===== src/rtl/pc_sequencer_pkg.sv =====
// Shared definitions for the PC sequencer.
// Contents:
//   - FSM state encoding.
//   - Instruction class encoding.
//   - Opcode and extension field constants.
//   - Condition code constants and PSR flag bit positions.
//   - classify(): maps an instruction word to its control-flow class.
package pc_sequencer_pkg;

  typedef enum logic [1:0] {
    ST_FETCH  = 2'd0,
    ST_DECODE = 2'd1,
    ST_EXEC   = 2'd2,
    ST_UPDATE = 2'd3
  } state_e;

  typedef enum logic [1:0] {
    CLS_SEQ   = 2'd0,
    CLS_BCOND = 2'd1,
    CLS_JCOND = 2'd2,
    CLS_JAL   = 2'd3
  } instr_cls_e;

  // Opcode field ir[15:12] and extension field ir[7:4]
  localparam logic [3:0] OP_BCOND  = 4'b1100;
  localparam logic [3:0] OP_JUMP   = 4'b0100;
  localparam logic [3:0] EXT_JCOND = 4'b1100;
  localparam logic [3:0] EXT_JAL   = 4'b1000;

  // Condition codes carried in ir[11:8]
  localparam logic [3:0] COND_EQ = 4'h0;
  localparam logic [3:0] COND_NE = 4'h1;
  localparam logic [3:0] COND_CS = 4'h2;
  localparam logic [3:0] COND_CC = 4'h3;
  localparam logic [3:0] COND_HI = 4'h4;
  localparam logic [3:0] COND_LS = 4'h5;
  localparam logic [3:0] COND_GT = 4'h6;
  localparam logic [3:0] COND_LE = 4'h7;
  localparam logic [3:0] COND_FS = 4'h8;
  localparam logic [3:0] COND_FC = 4'h9;
  localparam logic [3:0] COND_LO = 4'hA;
  localparam logic [3:0] COND_HS = 4'hB;
  localparam logic [3:0] COND_LT = 4'hC;
  localparam logic [3:0] COND_GE = 4'hD;
  localparam logic [3:0] COND_UC = 4'hE;
  localparam logic [3:0] COND_NV = 4'hF;

  // PSR flag positions {C,L,F,Z,N}
  localparam int PSR_C = 4;
  localparam int PSR_L = 3;
  localparam int PSR_F = 2;
  localparam int PSR_Z = 1;
  localparam int PSR_N = 0;

  function automatic instr_cls_e classify(input logic [15:0] word);
    instr_cls_e cls;
    if (word[15:12] == OP_BCOND) begin
      cls = CLS_BCOND;
    end else if ((word[15:12] == OP_JUMP) && (word[7:4] == EXT_JCOND)) begin
      cls = CLS_JCOND;
    end else if ((word[15:12] == OP_JUMP) && (word[7:4] == EXT_JAL)) begin
      cls = CLS_JAL;
    end else begin
      cls = CLS_SEQ;
    end
    return cls;
  endfunction

endpackage


===== src/rtl/pc_sequencer_if.sv =====
// Bundle between the PC sequencer and its environment.
// Sequencer inputs:
//   - instr     : instruction word from instruction memory.
//   - mem_ready : instr is valid this cycle.
//   - psr       : flags {C,L,F,Z,N}.
//   - stall     : datapath hold.
//   - pc_next   : next-PC result from the PC adder.
// Sequencer outputs:
//   - pc, ir    : architectural PC and instruction register.
//   - mem_rd    : fetch request.
//   - jump_en, branch_en, jal_en : PC adder mode selects.
//   - link_we   : link register write strobe.
//   - state     : current FSM state, for debug.
// The master modport is the sequencer side; the slave modport is the
// datapath/memory side.
interface pc_sequencer_if #(
  parameter int WIDTH = 16
);
  logic [WIDTH-1:0] instr;
  logic             mem_ready;
  logic [4:0]       psr;
  logic             stall;
  logic [WIDTH-1:0] pc_next;
  logic [WIDTH-1:0] pc;
  logic             mem_rd;
  logic [WIDTH-1:0] ir;
  logic             jump_en;
  logic             branch_en;
  logic             jal_en;
  logic             link_we;
  logic [1:0]       state;

  modport master (
    input  instr, mem_ready, psr, stall, pc_next,
    output pc, mem_rd, ir, jump_en, branch_en, jal_en, link_we, state
  );

  modport slave (
    output instr, mem_ready, psr, stall, pc_next,
    input  pc, mem_rd, ir, jump_en, branch_en, jal_en, link_we, state
  );
endinterface


===== src/rtl/cond_eval.sv =====
// Combinational branch/jump condition evaluator.
// Ports:
//   - cond_i : condition code (ir[11:8]).
//   - psr_i  : flags {C,L,F,Z,N}.
//   - take_o : 1 when the condition holds.
module cond_eval
  import pc_sequencer_pkg::*;
(
  input  logic [3:0] cond_i,
  input  logic [4:0] psr_i,
  output logic       take_o
);

  logic flag_c_s;
  logic flag_l_s;
  logic flag_f_s;
  logic flag_z_s;
  logic flag_n_s;

  assign flag_c_s = psr_i[PSR_C];
  assign flag_l_s = psr_i[PSR_L];
  assign flag_f_s = psr_i[PSR_F];
  assign flag_z_s = psr_i[PSR_Z];
  assign flag_n_s = psr_i[PSR_N];

  // Condition table lookup
  always_comb begin
    take_o = 1'b0;
    case (cond_i)
      COND_EQ: take_o = flag_z_s;
      COND_NE: take_o = ~flag_z_s;
      COND_CS: take_o = flag_c_s;
      COND_CC: take_o = ~flag_c_s;
      COND_HI: take_o = flag_l_s;
      COND_LS: take_o = ~flag_l_s;
      COND_GT: take_o = flag_n_s;
      COND_LE: take_o = ~flag_n_s;
      COND_FS: take_o = flag_f_s;
      COND_FC: take_o = ~flag_f_s;
      COND_LO: take_o = ~flag_l_s & ~flag_z_s;
      COND_HS: take_o = flag_l_s | flag_z_s;
      COND_LT: take_o = ~flag_n_s & ~flag_z_s;
      COND_GE: take_o = flag_n_s | flag_z_s;
      COND_UC: take_o = 1'b1;
      COND_NV: take_o = 1'b0;
      default: take_o = 1'b0;
    endcase
  end

endmodule


===== src/rtl/pc_sequencer.sv =====
// Four-state instruction sequencer: FETCH -> DECODE -> EXEC -> UPDATE.
// Ports:
//   - clk, reset : single clock; synchronous active-high reset.
//   - bus        : pc_sequencer_if master modport carrying all fetch,
//                  flag, stall and PC adder control signals.
// PC arithmetic lives in the external PC adder; this block only loads
// pc from pc_next in UPDATE.
module pc_sequencer
  import pc_sequencer_pkg::*;
#(
  parameter int WIDTH = 16
) (
  input logic            clk,
  input logic            reset,
  pc_sequencer_if.master bus
);

  state_e           state_q, state_d;
  logic [WIDTH-1:0] pc_q, pc_d;
  logic [WIDTH-1:0] ir_q, ir_d;
  logic             take_q, take_d;
  logic             mem_rd_q, mem_rd_d;
  logic             jump_en_q, jump_en_d;
  logic             branch_en_q, branch_en_d;
  logic             jal_en_q, jal_en_d;
  logic             link_we_q, link_we_d;

  instr_cls_e       cls_s;
  logic             cond_take_s;

  assign cls_s = classify(ir_q[15:0]);

  // Flags are consumed only while in DECODE, so later psr changes are ignored
  cond_eval u_cond_eval (
    .cond_i (ir_q[11:8]),
    .psr_i  (bus.psr),
    .take_o (cond_take_s)
  );

  // Next-state and next-output computation
  always_comb begin
    state_d     = state_q;
    pc_d        = pc_q;
    ir_d        = ir_q;
    take_d      = take_q;
    mem_rd_d    = mem_rd_q;
    jump_en_d   = jump_en_q;
    branch_en_d = branch_en_q;
    jal_en_d    = jal_en_q;
    link_we_d   = link_we_q;
    if (bus.stall) begin
      // Stall freezes everything, including a FETCH that sees mem_ready
      state_d = state_q;
    end else begin
      case (state_q)
        ST_FETCH: begin
          if (bus.mem_ready) begin
            ir_d     = bus.instr;
            mem_rd_d = 1'b0;
            state_d  = ST_DECODE;
          end else begin
            state_d = ST_FETCH;
          end
        end
        ST_DECODE: begin
          // take flag means "this instruction redirects the PC"
          take_d      = (cls_s == CLS_JAL) |
                        (((cls_s == CLS_BCOND) | (cls_s == CLS_JCOND)) & cond_take_s);
          jal_en_d    = (cls_s == CLS_JAL);
          jump_en_d   = (cls_s == CLS_JCOND) & cond_take_s;
          branch_en_d = (cls_s == CLS_BCOND) & cond_take_s;
          state_d     = ST_EXEC;
        end
        ST_EXEC: begin
          link_we_d = jal_en_q & take_q;
          state_d   = ST_UPDATE;
        end
        ST_UPDATE: begin
          pc_d        = bus.pc_next;
          take_d      = 1'b0;
          jump_en_d   = 1'b0;
          branch_en_d = 1'b0;
          jal_en_d    = 1'b0;
          link_we_d   = 1'b0;
          mem_rd_d    = 1'b1;
          state_d     = ST_FETCH;
        end
        default: begin
          take_d      = 1'b0;
          jump_en_d   = 1'b0;
          branch_en_d = 1'b0;
          jal_en_d    = 1'b0;
          link_we_d   = 1'b0;
          mem_rd_d    = 1'b1;
          state_d     = ST_FETCH;
        end
      endcase
    end
  end

  // FSM and output registers; reset overrides stall
  always_ff @(posedge clk) begin
    if (reset) begin
      state_q     <= ST_FETCH;
      pc_q        <= {WIDTH{1'b0}};
      ir_q        <= {WIDTH{1'b0}};
      take_q      <= 1'b0;
      mem_rd_q    <= 1'b1;
      jump_en_q   <= 1'b0;
      branch_en_q <= 1'b0;
      jal_en_q    <= 1'b0;
      link_we_q   <= 1'b0;
    end else begin
      state_q     <= state_d;
      pc_q        <= pc_d;
      ir_q        <= ir_d;
      take_q      <= take_d;
      mem_rd_q    <= mem_rd_d;
      jump_en_q   <= jump_en_d;
      branch_en_q <= branch_en_d;
      jal_en_q    <= jal_en_d;
      link_we_q   <= link_we_d;
    end
  end

  assign bus.state     = state_q;
  assign bus.pc        = pc_q;
  assign bus.ir        = ir_q;
  assign bus.mem_rd    = mem_rd_q;
  assign bus.jump_en   = jump_en_q;
  assign bus.branch_en = branch_en_q;
  assign bus.jal_en    = jal_en_q;
  // Masked during stall so the link register is written exactly once,
  // on the edge that completes UPDATE
  assign bus.link_we   = link_we_q & ~bus.stall;

endmodule


===== src/flat_wrapper.sv =====
// flat-port wrapper written by rule: the top's interface ports become plain ports
module pc_sequencer_flat import pc_sequencer_pkg::*;
#(
  parameter int WIDTH = 16
)
  (clk, reset, bus_instr, bus_mem_ready, bus_psr, bus_stall, bus_pc_next, bus_pc, bus_mem_rd, bus_ir, bus_jump_en, bus_branch_en, bus_jal_en, bus_link_we, bus_state);
  pc_sequencer_if #(.WIDTH(WIDTH)) bus_i ();
  input logic clk;
  input logic reset;
  input wire logic [$bits(bus_i.instr)-1:0] bus_instr;
  input wire logic [$bits(bus_i.mem_ready)-1:0] bus_mem_ready;
  input wire logic [$bits(bus_i.psr)-1:0] bus_psr;
  input wire logic [$bits(bus_i.stall)-1:0] bus_stall;
  input wire logic [$bits(bus_i.pc_next)-1:0] bus_pc_next;
  output wire logic [$bits(bus_i.pc)-1:0] bus_pc;
  output wire logic [$bits(bus_i.mem_rd)-1:0] bus_mem_rd;
  output wire logic [$bits(bus_i.ir)-1:0] bus_ir;
  output wire logic [$bits(bus_i.jump_en)-1:0] bus_jump_en;
  output wire logic [$bits(bus_i.branch_en)-1:0] bus_branch_en;
  output wire logic [$bits(bus_i.jal_en)-1:0] bus_jal_en;
  output wire logic [$bits(bus_i.link_we)-1:0] bus_link_we;
  output wire logic [$bits(bus_i.state)-1:0] bus_state;
  assign bus_i.instr = bus_instr;
  assign bus_i.mem_ready = bus_mem_ready;
  assign bus_i.psr = bus_psr;
  assign bus_i.stall = bus_stall;
  assign bus_i.pc_next = bus_pc_next;
  assign bus_pc = bus_i.pc;
  assign bus_mem_rd = bus_i.mem_rd;
  assign bus_ir = bus_i.ir;
  assign bus_jump_en = bus_i.jump_en;
  assign bus_branch_en = bus_i.branch_en;
  assign bus_jal_en = bus_i.jal_en;
  assign bus_link_we = bus_i.link_we;
  assign bus_state = bus_i.state;
  pc_sequencer #(.WIDTH(WIDTH)) u_core (.clk(clk), .reset(reset), .bus(bus_i));
endmodule

===== config.mk =====
export PLATFORM = sky130hd
export DESIGN_NAME = pc_sequencer_flat
export DESIGN_NICKNAME = d
export VERILOG_FILES = /design/src/rtl/pc_sequencer_pkg.sv /design/src/rtl/pc_sequencer_if.sv /design/src/rtl/cond_eval.sv /design/src/rtl/pc_sequencer.sv /design/src/flat_wrapper.sv
export SDC_FILE = /design/constraint.sdc
export NUM_CORES = 1
export LEC_CHECK = 0
export BUFFER_PORTS_ARGS = -buffer_cell sky130_fd_sc_hd__buf_2
export CORE_ASPECT_RATIO = 0.8
export CORE_MARGIN = 2
export CORE_UTILIZATION = 39
export CTS_CLUSTER_DIAMETER = 120
export DETAILED_ROUTE_END_ITERATION = 10
export PLACE_DENSITY_LB_ADDON = 0.15
export SLEW_MARGIN = 25
export SYNTH_ARGS = -nofsm -noshare
export SYNTH_HDL_FRONTEND = slang
export SYNTH_SLANG_ARGS = --single-unit

===== constraint.sdc =====
create_clock -name clk -period 2.15 [get_ports clk]
set_input_delay 0.1075 -clock clk [delete_from_list [all_inputs] [get_ports clk]]
set_output_delay 0.1075 -clock clk [all_outputs]
set_load 0.03 [all_outputs]

==> flow_metrics.py, run 1 <==
metrics = {
    "run_status": {
        "status": "completed",
    },
    "cts": {
        "clkTransAtPathRegs_ns": 0.08,
        "clock-sinks": 40,
        "cts_buffers": 5,
        "ctsResizeCount": 0,
        "root_buffer": "clkbuf_8",
        "post_cts_buffers": 0,
        "holdBufCountCts": 0,
        "ctsLongestPathBuffers": 2,
        "clk_latency_ns": 0.28,
        "h-tree-depth": 2,
        "cts_tree": "yes",
    },
    "floorplan": {
        "die-area_um2": 4928,
        "fp.dieH_um": 63.19,
        "fp.dieW_um": 77.99,
        "core-area_um2": 4204,
        "io_pins": 80,
        "start_util": 0.4062,
        "num_rows": 21,
    },
    "detailed_routing": {
        "dr.pass1.iters": 4,
        "viasPerCell": 4.754,
        "antenna_left": 0,
        "vias": 1664,
        "first_iter_violations": 62,
        "post-route-drc-count": 0,
        "routed_wirelength_um": 4131,
        "wl_per_cell_um": 11.80,
    },
    "logic_synthesis": {
        "synth_top_area_cell": "dfxtp_1",
        "synth_edf_count": 0,
        "syn_area_per_cell_um2": 7.799,
        "syn_area_um2": 1708,
        "ys_ff_latch": 40,
        "synthFlopType": "dfxtp_1",
        "yosysWarningCount": 0,
        "ys_types": 35,
        "ys_seq_area_frac": 0.4689,
        "netlist_instances": 219,
        "syn_nets": 264,
        "async_reset_ff_frac": 0,
        "synth_top_area_share": 0.4689,
        "ys_top_cells_by_area": "dfxtp_1 47%, nand2_1 15%, a21oi_1 11%",
    },
    "cells_and_area": {
        "n_antenna_cell": 0,
        "final.fill_count": 453,
        "fin_area_um2": 2221,
        "regArea_um2": 800.8,
        "multiInputGateArea_um2": 829.5,
        "drive_gt1_frac": 0.3174,
        "synthToLayoutAreaGrowth_pct": 30.04,
        "finish.utilization": 0.5283,
        "nets": 337,
    },
    "critical_path": {
        "ff2ff_setup_slack_ns": 0.34,
        "cp-start-kind": "register",
        "crit_chain": "ha_1 -> or2_1 -> or4_1 -> a21o_1 -> o41ai_1",
        "path_class": "register to register",
        "timing.rr.end": "u_core.take_q$_SDFFE_PP0P_",
        "crit_fanout": 7,
        "r2r_start": "u_core.bus.state[0]$_SDFFE_PP0N_",
        "cp-end-kind": "register",
        "critPathArrivalTime_ns": 1.99,
        "max_stage_delay_ns": 0.55,
        "cp.required_ns": 2.33,
        "slowest_stage": "or4_1",
        "crit_start": "u_core.bus.state[0]$_SDFFE_PP0N_",
        "worstRegToRegCells": 5,
    },
    "sta": {
        "fin_crit_sh": 0.8404,
        "clock_skew_ns": 0.006066,
        "hold_violations": 0,
        "setup_ws_ns": 0.3431,
        "rsz0062_at_grt": "no",
        "fmax_mhz": 553.4,
        "final-max-slew-violation-count": 0,
        "fin_crit_ns": 1.807,
        "setup_tns_ns": 0,
        "worst_pin_slew_ns": 0.7369,
        "setup_viol": 0,
        "relSlewSlack": 0.5088,
    },
    "place": {
        "dp_slack_ns": 0.3174,
        "io_buffers": 79,
        "place.gp.congestion": 0.7326,
        "post_dp_cell_area_um2": 2128,
        "dpl.hpwl_um": 2931,
    },
    "grt": {
        "grt_antenna_before_repair": 0,
        "grt_pass1_wl_um": 6844,
        "gr-total-overflow": 0,
        "grt_pass1_vias": 1507,
        "grt_max_degree": 40,
        "track_usage": 0.1731,
    },
    "pwr": {
        "power_mw": 1.490,
        "p_per_area_nw_per_um2": 670.8,
        "peakVddDrop_uv": 409.5,
        "p_leak_nw": 0.9805,
    },
    "hold_path": {
        "hold_path.class": "input port to register",
        "hold_end": "u_core.bus.ir[7]$_SDFFE_PP0P_",
        "holdCritStartpoint": "bus_instr[7]",
        "whs_path_depth": 3,
    },
    "job": {
        "drv_cap": 0,
    },
}
report_power, final:
part           internal, mW  leakage (nW)  switching, mW
logic                0.0780         0.611          0.121
clock network         0.262        0.0455          0.246
registers             0.761         0.324         0.0214
per-stage QoR:
step / cells / hold slack (ns)
after detailed placement: 342 / 0.3535
after floorplan: 219 / 0.2116
after global routing: 350 / 0.05081
final: 350 / 0.05149
after global placement: 342 / 0.3471
after CTS: 350 / 0.04384
final cells by class:
cell class | count | area share
inverters | 7 | 0.01183
flip-flops and latches | 40 | 0.3606
multi-input cells | 158 | 0.3735
repair buffers | 80 | 0.1814
clock buffers | 8 | 0.04056
well taps | 57 | 0.03211
cells by family after synthesis:
family          Yosys count  synth area share
flops                    40            0.4689
fa+ha+maj                 4           0.02931
mux                       5           0.03150
xor+xnor                  1          0.005129
simple gates             96            0.2454
buf+inv                  21           0.04689
compound gates           52            0.1729
layout by cell type (no fill, tap or decap), types with 2 or more instances in the layout:
| cell | synthesis | layout |
|---|---|---|
| a21oi_1 | 37 | 37 |
| a31oi_1 | 2 | 2 |
| buf_2 | 1 | 79 |
| clkbuf_1 | 13 | 2 |
| clkbuf_8 | 0 | 6 |
| dfxtp_1 | 40 | 40 |
| ha_1 | 4 | 4 |
| inv_1 | 7 | 7 |
| mux2_2 | 3 | 3 |
| mux2i_1 | 2 | 2 |
| nand2_1 | 70 | 70 |
| nand2b_1 | 2 | 2 |
| nor2_1 | 8 | 7 |
| nor2b_1 | 3 | 3 |
| o21ai_0 | 3 | 3 |
| o21bai_1 | 2 | 2 |
| o41ai_1 | 2 | 2 |
| or2_2 | 2 | 2 |
worst max path at each step:
stage / end / depth (start not counted)
finish: u_core.take_q$_SDFFE_PP0P_ / 5
global placement: u_core.take_q$_SDFFE_PP0P_ / 5
floorplan: u_core.bus.ir[11]$_SDFFE_PP0P_ / 8
CTS: u_core.bus.ir[2]$_SDFFE_PP0P_ / 6
global route: u_core.take_q$_SDFFE_PP0P_ / 5
detailed placement: u_core.bus.ir[2]$_SDFFE_PP0P_ / 6
synth_stat cells, drive strengths merged (2+ instances only):
cell and instances:
or2 3, dfxtp 40, ha 4, inv 7, mux2 3, o41ai 2, a31oi 2, nand2 70
nor2b 3, mux2i 2, o21ai 3, nor2 8, nand2b 2, a21oi 37, o21bai 2, clkbuf 13
routing by layer:
layer  global-route usage  vias up  wire [um]
met2               0.2532       49       1749
met3              0.04298        4        238
li1                     -      875          -
met5                    0        -          0
met4              0.07237        0         41
met1               0.2426      736       2102
critical path: cells and delay by family, from the launching register on:
| family | cells | cell delay [ns] |
|---|---|---|
| simple gates | 2 | 0.81 |
| flops | 1 | 0.35 |
| fa+ha+maj | 1 | 0.29 |
| compound gates | 2 | 0.26 |
registers in the layout (all words and copies together) (netlist names):
register	count
u_core.bus.branch_en	1
u_core.bus.ir	16
u_core.bus.jal_en	1
u_core.bus.jump_en	1
u_core.bus.mem_rd	1
u_core.bus.pc	16
u_core.bus.state	2
u_core.link_we_q	1
u_core.take_q	1
No activity file was read; power rests on OpenSTA's default activity.
==> run 2: changes to the inputs <==
--- a/config.mk
+++ b/config.mk
@@ -5,6 +5,7 @@
 export SDC_FILE = /design/constraint.sdc
 export NUM_CORES = 1
 export LEC_CHECK = 0
+export ABC_AREA = 1
 export BUFFER_PORTS_ARGS = -buffer_cell sky130_fd_sc_hd__buf_2
 export CORE_ASPECT_RATIO = 0.8
 export CORE_MARGIN = 2
==> constraint.sdc (replaced) <==
create_clock -name clk -period 1.8 [get_ports clk]
set_input_delay 0.09 -clock clk [delete_from_list [all_inputs] [get_ports clk]]
set_output_delay 0.09 -clock clk [all_outputs]
set_load 0.03 [all_outputs]
==> run 2 against run 1 <==
- design area increased by 2.4%
- sequential share of layout area down 0.85 points
- clock-buffer cell count shrank 3
- non-clock buffer count up 1
- power is 26% higher
- synthesized cell count increased by 12%
- critical endpoint is now u_core.bus.ir[4]$_SDFFE_PP0P_
- largest cell class unchanged
==> flow_metrics.py, run 2 <==
metrics = {
    "grt": {
        "busiest_layer": "met2",
        "grt_pass1_wl_um": 7334,
        "grt_use_met3": 0.05932,
        "grt_pass1_vias": 1676,
        "gr-total-overflow": 0,
        "grt_antenna_before_repair": 0,
        "grt_use_met2": 0.2722,
        "grt_max_degree": 34,
        "track_usage": 0.1840,
        "met1_usage": 0.2456,
    },
    "pwr": {
        "clkPwrFrac": 0.308,
        "pwr-share-seq": 0.511,
        "power_mw": 1.874,
        "sw_frac_of_total": 0.3056,
        "peakVddDrop_uv": 408.0,
        "p_int_mw": 1.301,
        "switching_power_mw": 0.5727,
        "p_per_area_nw_per_um2": 823.9,
        "pwr-share-comb": 0.181,
        "p_leak_nw": 1.189,
    },
    "logic_synthesis": {
        "syn_area_per_cell_um2": 7.237,
        "ys_top_cells_by_area": "dfxtp_1 45%, nor2_1 12%, o21ai_0 9.9%",
        "ys_seq_area_frac": 0.4517,
        "synthFlopType": "dfxtp_1",
        "syn_area_um2": 1773,
        "synth_top_area_share": 0.4517,
        "yosysWarningCount": 0,
        "async_reset_ff_frac": 0,
        "synth_top_area_cell": "dfxtp_1",
        "synth_edf_count": 0,
        "ys_ff_latch": 40,
        "ys_types": 23,
        "netlist_instances": 245,
        "yosysMostFrequentCell": "nor2_1",
        "syn_nets": 290,
        "synthTopCellsByCount": "58 x nor2_1, 40 x dfxtp_1, 35 x o21ai_0",
    },
    "cells_and_area": {
        "nets": 368,
        "n_antenna_cell": 0,
        "final_common_cell": "buf_2",
        "drive_gt1_frac": 0.3313,
        "final_cell_mix": "79 x buf_2, 58 x nor2_1, 40 x dfxtp_1",
        "final.fill_count": 444,
        "regArea_um2": 800.8,
        "synthToLayoutAreaGrowth_pct": 28.30,
        "multiInputGateArea_um2": 809.5,
    },
    "floorplan": {
        "start_util": 0.4140,
        "fp.dieH_um": 64.31,
        "num_rows": 21,
        "core-area_um2": 4283,
        "fp.dieW_um": 79.38,
        "die-area_um2": 5105,
        "io_pins": 80,
    },
    "detailed_routing": {
        "vias": 1764,
        "first_iter_violations": 81,
        "wl_per_cell_um": 11.43,
        "dr.pass1.iters": 4,
        "viasPerCell": 4.642,
        "routed_wirelength_um": 4342,
        "antenna_left": 0,
        "post-route-drc-count": 0,
    },
    "critical_path": {
        "cp-end-kind": "register",
        "cp.required_ns": 2.03,
        "critPathArrivalTime_ns": 1.75,
        "path_class": "register to register",
        "cp-start-kind": "register",
        "crit_fanout": 25,
        "ff2ff_setup_slack_ns": 0.28,
    },
    "sta": {
        "setup_ws_ns": 0.2757,
        "setup_tns_ns": 0,
        "clock_skew_ns": 0.006208,
        "fin_crit_ns": 1.524,
        "worst_pin_slew_ns": 0.4531,
        "setup_viol": 0,
        "rsz0062_at_grt": "no",
        "final-max-slew-violation-count": 0,
        "fin_crit_sh": 0.8468,
        "fmax_mhz": 656.0,
        "hold_violations": 0,
        "relSlewSlack": 0.6947,
    },
    "run_status": {
        "status": "completed",
    },
    "place": {
        "dp_slack_ns": 0.3117,
        "place.gp.congestion": 0.8667,
        "io_buffers": 79,
        "dpl.hpwl_um": 3157,
    },
    "job": {
        "drv_cap": 0,
    },
    "cts": {
        "holdBufCountCts": 0,
        "clkTransAtPathRegs_ns": 0.08,
        "clk_latency_ns": 0.30,
        "h-tree-depth": 2,
        "ctsResizeCount": 0,
        "post_cts_buffers": 0,
        "clock-sinks": 40,
        "cts_tree": "yes",
        "ctsLongestPathBuffers": 2,
        "cts_buffers": 5,
        "root_buffer": "clkbuf_8",
    },
    "hold_path": {
        "hold_path.class": "input port to register",
    },
}
## run 2: cell types whose count changed after synthesis, sizes merged, moves of 3 or more
| cell | delta |
|---|---|
| clkbuf | -13 |
| nor2 | +54 |
| a21oi | -21 |
| mux2 | -3 |
| nand2 | -41 |
| nand3 | +12 |
| nor2b | -3 |
| buf | +9 |
| inv | +20 |
| or2 | -3 |
| o21ai | +34 |
## run 2: path summary, 6_finish.rpt
kind	start	to	cells past startpoint
max	u_core.bus.state[0]$_SDFFE_PP0N_	u_core.bus.ir[4]$_SDFFE_PP0P_	7
min reg2reg	u_core.bus.ir[4]$_SDFFE_PP0P_	u_core.bus.ir[4]$_SDFFE_PP0P_	2
min	bus_pc_next[14]	u_core.bus.pc[14]$_SDFFE_PP0P_	3
max reg2reg	u_core.bus.state[0]$_SDFFE_PP0N_	u_core.bus.ir[4]$_SDFFE_PP0P_	7
## run 2: kinds of logic (layout without fill, tap and decap cells)
| family | Yosys count | count (layout) | synth area share |
|---|---|---|---|
| and+or+nand+nor | 109 | 109 | 0.2675 |
| AOI/OAI and AO/OA | 55 | 55 | 0.1609 |
| DFF | 40 | 40 | 0.4517 |
| buffers and inverters | 37 | 115 | 0.09174 |
| adders and majority gates | 4 | 4 | 0.02823 |
## run 2: per-layer routing
layer | up-vias | part of all wire
met2 | 55 | 0.41
met1 | 758 | 0.50
li1 | 944 | -
met4 | 0 | 0.017
met5 | - | 0
met3 | 7 | 0.071
## run 2: final cells by class
class | instances | area share
sequential | 40 | 0.3520
multi-input combinational | 168 | 0.3559
inverter | 27 | 0.04455
tap | 57 | 0.03135
clock inverter | 2 | 0.005501
clock buffer | 5 | 0.03025
timing repair buffer | 81 | 0.1804
## run 2: metrics by stage
| step | cells | utilization | hold WS [ns] | area, um2 |
|---|---|---|---|---|
| global placement | 373 | 0.5121 | 0.3139 | 2193 |
| global route | 380 | 0.5311 | 0.01415 | 2275 |
| detailed placement | 373 | 0.5121 | 0.3163 | 2193 |
| floorplan | 245 | - | 0.2249 | 1773 |
| finish | 380 | 0.5311 | 0.009012 | 2275 |
| CTS | 380 | 0.5311 | 0.004789 | 2275 |
## run 2: power groups by stage
stage	clock network (mW)	logic, mW	registers [mW]
after global placement	0	0.339	0.978
after floorplan	0	0.154	1.05
after detailed placement	0	0.339	0.978
after global routing	0.630	0.381	0.964
final	0.577	0.340	0.958
after CTS	0.591	0.342	0.958
## run 2: worst max-delay path: stages, from the launching register on
cell,delay [ns]
dfxtp_1,0.39
inv_1,0.10
ha_1,0.23
nand2_1,0.13
nor2_4,0.07
inv_2,0.29
o21ai_0,0.13
a21oi_1,0.12
